File: src/rtl/demux_1to2_reg.sv
// demux_1to2_reg
//   Registered 1-to-2 demultiplexer. One input stream is steered, per transfer,
//   to one of two output ports by in_sel. Each output port has a one-entry
//   holding register with a valid/ready handshake and a counter of completed
//   output handshakes, so the two consumers can stall independently.
//
// Ports
//   clk              single clock, all state updates on the rising edge
//   rst              synchronous, active-high reset
//   in_data          input payload (WIDTH)
//   in_sel           destination select: 0 -> port 0, 1 -> port 1
//   in_valid         input payload valid
//   in_ready         block can accept input this cycle (combinational)
//   outX_data        port X payload (WIDTH), last value kept while empty
//   outX_valid       port X holding register occupied
//   outX_ready       port X consumer accepts
//   cntX             completed port X output handshakes (CNT_W, wraps)
module demux_1to2_reg #(
    parameter int WIDTH = 32,
    parameter int CNT_W = 16
) (
    input  logic             clk,
    input  logic             rst,
    input  logic [WIDTH-1:0] in_data,
    input  logic             in_sel,
    input  logic             in_valid,
    output logic             in_ready,
    output logic [WIDTH-1:0] out0_data,
    output logic             out0_valid,
    input  logic             out0_ready,
    output logic [WIDTH-1:0] out1_data,
    output logic             out1_valid,
    input  logic             out1_ready,
    output logic [CNT_W-1:0] cnt0,
    output logic [CNT_W-1:0] cnt1
);

    logic slot0_free;
    logic slot1_free;
    logic accept;
    logic accept0;
    logic accept1;
    logic drain0;
    logic drain1;

    // A slot can take new data when empty, or when it drains at this same edge.
    // The outX_ready -> in_ready path is deliberately combinational so a
    // streaming port sustains one transfer per cycle.
    assign slot0_free = !out0_valid || out0_ready;
    assign slot1_free = !out1_valid || out1_ready;
    assign in_ready   = !rst && (in_sel ? slot1_free : slot0_free);

    assign accept  = in_valid && in_ready;
    assign accept0 = accept && !in_sel;
    assign accept1 = accept && in_sel;
    assign drain0  = out0_valid && out0_ready;
    assign drain1  = out1_valid && out1_ready;

    always_ff @(posedge clk) begin
        if (rst) begin
            out0_data  <= '0;
            out0_valid <= 1'b0;
            out1_data  <= '0;
            out1_valid <= 1'b0;
            cnt0       <= '0;
            cnt1       <= '0;
        end else begin
            // Port 0: a refill at the drain edge keeps the slot full.
            if (accept0) begin
                out0_data  <= in_data;
                out0_valid <= 1'b1;
            end else if (drain0) begin
                out0_valid <= 1'b0;
            end
            if (drain0) begin
                cnt0 <= cnt0 + CNT_W'(1);
            end

            // Port 1
            if (accept1) begin
                out1_data  <= in_data;
                out1_valid <= 1'b1;
            end else if (drain1) begin
                out1_valid <= 1'b0;
            end
            if (drain1) begin
                cnt1 <= cnt1 + CNT_W'(1);
            end
        end
    end

endmodule

File: config.mk
export PLATFORM = sky130hd
export DESIGN_NAME = demux_1to2_reg
export DESIGN_NICKNAME = d
export VERILOG_FILES = /design/src/rtl/demux_1to2_reg.sv
export SDC_FILE = /design/constraint.sdc
export NUM_CORES = 1
export LEC_CHECK = 0
export CAP_MARGIN = 20
export CORE_UTILIZATION = 48
export DETAILED_ROUTE_END_ITERATION = 7
export PLACE_DENSITY = 0.85
export SLEW_MARGIN = 20
export SYNTH_ARGS = -nofsm -noshare
export SYNTH_HDL_FRONTEND = slang
export SYNTH_SLANG_ARGS = --single-unit
File: constraint.sdc
create_clock -name clk -period 3.4 [get_ports clk]
set_input_delay 1.02 -clock clk [delete_from_list [all_inputs] [get_ports clk]]
set_output_delay 1.02 -clock clk [all_outputs]
set_load 0.005 [all_outputs]
; Word-level counts from Yosys, hierarchy flattened
; Index checks and enable logic that the tools add are counted.
[totals]
register_bits = 98
out_inout_bits = 99
elab_cells = 27
[classes]
n_addsub = 2
muxes = 5
reduce_logical = 14
[op_table]
columns = operator, n
row1 = $add 16x1->16 const B, 2
row2 = $logic_and 1x1->1, 6
row3 = $mux 1, 5
row4 = $logic_not 1->1, 4
row5 = $reduce_bool 2->1, 2
row6 = $logic_or 1x1->1, 2

; Logic depth before layout (Yosys ltp)
[logic_depth]
word_depth = 7
ltp_mapped = 6
ltp_nobuf = 5

; Worst setup path after synthesis
; Ideal clock, no wire load.
[synth_path]
path_type = input port to output port
from = input port rst
to = output port in_ready
arrival_time_ns = 1.936
t_required_ns = 2.380
path_slack_ns = 0.444
cell_stages = 4
cell_sequence = clkbuf_1 clkbuf_1 buf_1 nor2_1
[synth_via]
elab_chain_cells = 2
[synth_lines]
columns = element, line_no
row1 = from (decl), 23  ; input logic rst,
row2 = $logic_not 1->1, 51  ; assign in_ready = !rst && (in_sel ? slot1_free : slot0_free);
row3 = $logic_and 1x1->1, 51
row4 = to (decl), 27  ; output logic in_ready,
; Every way passes these cells.

; Worst setup path in the final report
[layout_path]
from = input port out0_ready
to = output port in_ready
[layout_via]
elab_chain_cells = 3
[layout_lines]
columns = element, line_no
row1 = from (decl), 30  ; input logic out0_ready,
row2 = $logic_or 1x1->1, 49  ; assign slot0_free = !out0_valid || out0_ready;
row3 = $mux 1, 51
row4 = $logic_and 1x1->1, 51
; Every way passes these cells.

==> impl_summary.txt <==
----------------------------------------------------
[Status]
  Outcome ... finished, final reports clean

[Clock network]
  Cts hold-fix bufs ... 0
  H-tree depth ... 3
  Clock network latency to the later pin of the worst-skew pair ... 0.36 ns
  Clock tree from TritonCTS ... yes
  Root Buffer ... sky130_fd_sc_hd__clkbuf_8
  Clock transition at the register clock pins on the worst setup and hold paths after CTS ... around 0.090 ns
  Clk sink count ... around 100
  Number of buffers on the longest clock path ... 2
  Clock buffer count from CTS ... 9

[Critical path]
  Delay contributed by the slowest stage of the critical path ... 0.44 ns
  Signal arrival time at the worst endpoint ... approximately 2.2 ns
  Worst Setup End Kind ... primary output
  Highest net fanout along the worst path ... 2
  Count of buffering cells on the critical path with inverters included ... 2
  Worst Path Class, Setup ... in2out
  Setup slack of the most critical reg-to-reg path ... around 1.7 ns
  Startpoint type of the worst setup path ... input pin
  Slowest cell on the critical path ... sky130_fd_sc_hd__clkdlybuf4s50_1
  Cell seen most often among critical-path stages ... sky130_fd_sc_hd__nor2_1
  Crit path required time ... around 2.4 ns
  Cell family with the largest share of critical-path delay ... buffers and inverters
  CP Cell Sequence ... clkdlybuf4s50_1 -> and2b_4 -> nor2_1 -> a21oi_1 -> nor2_1 -> dlygate4sd2_1

[Finish]
  Layout cell share with drive strength beyond 1 ... 5.70%
  Most frequent standard cell in the layout excluding fill and tap cells ... sky130_fd_sc_hd__nand2_1
  Nets ... 631
  Layout overhead on the synthesized area ... 43.8%
  Antenna cell count ... 0
  Filler cell count ... ~610
  Layout Cell Area excl Fill ... around 0.0054 mm²
  Most frequent cells in the layout ... sky130_fd_sc_hd__nand2_1 (139), sky130_fd_sc_hd__clkdlybuf4s50_1 (134), sky130_fd_sc_hd__dfxtp_1 (98), sky130_fd_sc_hd__a21oi_1 (76), sky130_fd_sc_hd__nor2_1 (28)
  Non-Filler Instances ... a little under 700

[Pwr]
  Worst vdd ir ... about 340 µV
  Net switching component of the power ... 492 µW
  Lkg Pwr ... ~0.0018 µW
  Portion of total power attributed to the clock network ... between 30% and 40%
  Power density of the placed cells ... around 390 mW/mm²
  Power share of the combinational group ... approximately 9.2%
  Part of the power in registers ... around 56%
  Total internal power ... ~1600 µW
  Switching power as a share of total power ... between 20% and 30%

[Place]
  GPL Wtd Cong ... about 0.80
  Cell area after placement ... between 0.005 and 0.006 mm²
  Post-DP HPWL ... around 6700 µm
  Placed insts ... between 600 and 700
  Port buffer count ... between 100 and 150

[Floorplanning]
  Die boundary width ... approximately 90 µm
  # rows ... 31
  Initial core utilization ... between 50% and 60%
  Total die area ... between 0.008 and 0.009 mm²
  I/O pin total ... about 140
  Overall die height ... between 90 and 100 µm
  Core area ... roughly 0.0074 mm²

[Synthesis]
  Number of warnings printed during yosys synthesis ... 0
  Mean instance size in the synthesized netlist ... ~8.1 µm²
  Net count after synthesis ... 500
  Cells taking the most area after synthesis ... sky130_fd_sc_hd__dfxtp_1 (52%), sky130_fd_sc_hd__nand2_1 (14%), sky130_fd_sc_hd__a21oi_1 (10%), sky130_fd_sc_hd__nor2_1 (2.8%), sky130_fd_sc_hd__xor2_1 (2.8%)
  Biggest area consumer among synthesized cells ... sky130_fd_sc_hd__dfxtp_1
  Predominant post-synthesis flop cell ... sky130_fd_sc_hd__dfxtp_1
  Unique masters post-synth ... 35
  Post-synth EDFFs ... 0
  Cell area after technology mapping ... about 0.0037 mm²
  Sequential share of the synthesized area ... between 50% and 60%
  Cells after synthesis ... 460
  Fraction of synthesized cell area taken by the top area cell type ... 52.5%
  Async SR Flop Fraction ... 0%
  #FFs+latches synth ... 98

[GRT]
  Number of global-route vias before repair ... 3427
  Global-route usage over all layers ... approximately 24%
  Maximum number of pins on one net before global-route repair ... approximately 100
  Initial antenna violation count ... 0
  First-pass GRT wire length ... between 15000 and 20000 µm
  Global route total overflow ... 0

[STA]
  Final total negative setup slack ... 0 ns
  Slew @ Worst Pin ... 1.01 ns
  Period utilization ... about 94%
  Setup repair after global routing missed its margin ... no
  Final period demand of the worst path ... around 3.2 ns
  Max-slew violation count ... 0
  Setup-violating endpoint count in the final report ... 0
  Number of endpoints with negative hold slack in the final report ... 0
  Relative slew slack ... 32.5%
  Setup skew after layout ... 0.00989 ns
  Highest achievable clock rate ... around 0.31 GHz

[Route]
  DR vias/cell ... between 5 and 6
  Vias ... approximately 3600
  Starting DRC count in detailed routing ... around 150
  Number of routed nets with antenna violations ... 0
  Drc violations ... 0
  Detailed-routing iteration count for the pre-antenna-repair pass ... 4
  Routed length per instance ... between 10 and 15 µm
  Total wirelength of the detailed-routed design ... between 9000 and 10000 µm

[Hold path]
  Min-Delay Path Class ... reg2reg

[Flow run]
  Max Cap Viol ... 0

----------------------------------------------------
==> cell families after synthesis <==
family,count (synthesis),share of synthesized area [%]
flip-flops,98,52.5
adder cells (fa/ha/maj),2,0.669
AO/OA/AOI/OAI,84,11.4
buffers and inverters,33,3.75
XOR/XNOR,21,4.92
AND/OR/NAND/NOR,221,26.5
multiplexers,1,0.301
==> stage by stage <==
stage	utilization [%]	total power [µW]	setup slack, ns	hold slack [ns]
floorplan	-	1280	0.444	0.453
global route	72.5	2200	0.121	0.471
CTS	72.5	2120	0.180	0.459
global placement	69.9	1400	-0.0910	0.441
detailed placement	69.9	1410	-0.0715	0.446
finish	72.5	2110	0.190	0.457
==> sequential cells by signal (all words and copies together) (netlist names) <==
register,flops
out1_valid,1
cnt1,16
cnt0,16
out0_valid,1
out0_data,32
out1_data,32
==> area by class of cell <==
| class | count | area (µm²) | area share (%) |
|---|---|---|---|
| repair buffers | 147 | 1440 | 26.8 |
| well taps | 99 | 124 | 2.31 |
| clock inverters | 5 | 55.1 | 1.02 |
| inverters | 6 | 22.5 | 0.419 |
| multi-input cells | 329 | 1640 | 30.5 |
| clock buffers | 11 | 131 | 2.44 |
| flip-flops and latches | 98 | 1960 | 36.5 |
==> power groups by stage <==
| stage | clock, µW | sequential, µW | combinational [µW] |
|---|---|---|---|
| 6_report | 728 | 1190 | 193 |
| 5_1_grt | 797 | 1190 | 211 |
| 4_1_cts | 741 | 1190 | 194 |
| 3_5_place_dp | 0 | 1220 | 194 |
| 3_3_place_gp | 0 | 1210 | 190 |
| 2_1_floorplan | 0 | 1220 | 65.9 |
==> per-layer routing <==
layer  vias to the layer above  track usage (%)  routed length (µm)
met4                         0             8.20                 197
met2                       121             41.9                4800
met5                         -                0                   0
met3                        20             10.1                 766
li1                       1773                -                   -
met1                      1684             27.0                3920
==> synth_stat cells (2+ instances only) <==
master                     instances
sky130_fd_sc_hd__nand2_1         139
sky130_fd_sc_hd__dfxtp_1          98
sky130_fd_sc_hd__a21oi_1          76
sky130_fd_sc_hd__nor2_1           28
sky130_fd_sc_hd__nand3_1          15
sky130_fd_sc_hd__clkbuf_1         14
sky130_fd_sc_hd__xor2_1           12
sky130_fd_sc_hd__buf_2            10
sky130_fd_sc_hd__xnor2_1           9
sky130_fd_sc_hd__or3_1             7
sky130_fd_sc_hd__inv_1             6
sky130_fd_sc_hd__nand4_1           6
sky130_fd_sc_hd__o21ai_0           6
sky130_fd_sc_hd__nor3_1            4
sky130_fd_sc_hd__nor4_1            4
sky130_fd_sc_hd__and3_1            2
sky130_fd_sc_hd__buf_1             2
sky130_fd_sc_hd__ha_1              2
sky130_fd_sc_hd__nand2b_1          2
sky130_fd_sc_hd__nor2b_1           2
sky130_fd_sc_hd__nor3_2            2
==> path summary, 6_finish.rpt <==
check / startpoint / endpoint / cells after the start
max: out0_ready / in_ready / 6
min: out0_data[1] / out0_data[1] / 2
max reg2reg: out0_valid / cnt0[15] / 4
min reg2reg: out0_data[1] / out0_data[1] / 2
==> worst register-to-register path: cells and delay by family, from the launching register on <==
family	cells	cell delay, ns
simple gates	3	1.01
flops	1	0.45
compound gates	1	0.15
==> what timing repair did <==
item | CTS | global route
buffers inserted | 1 | 0
resized for setup | 1 | 0
setup endpoints to repair | 1 | 0
No activity file was read; power rests on OpenSTA's default activity.
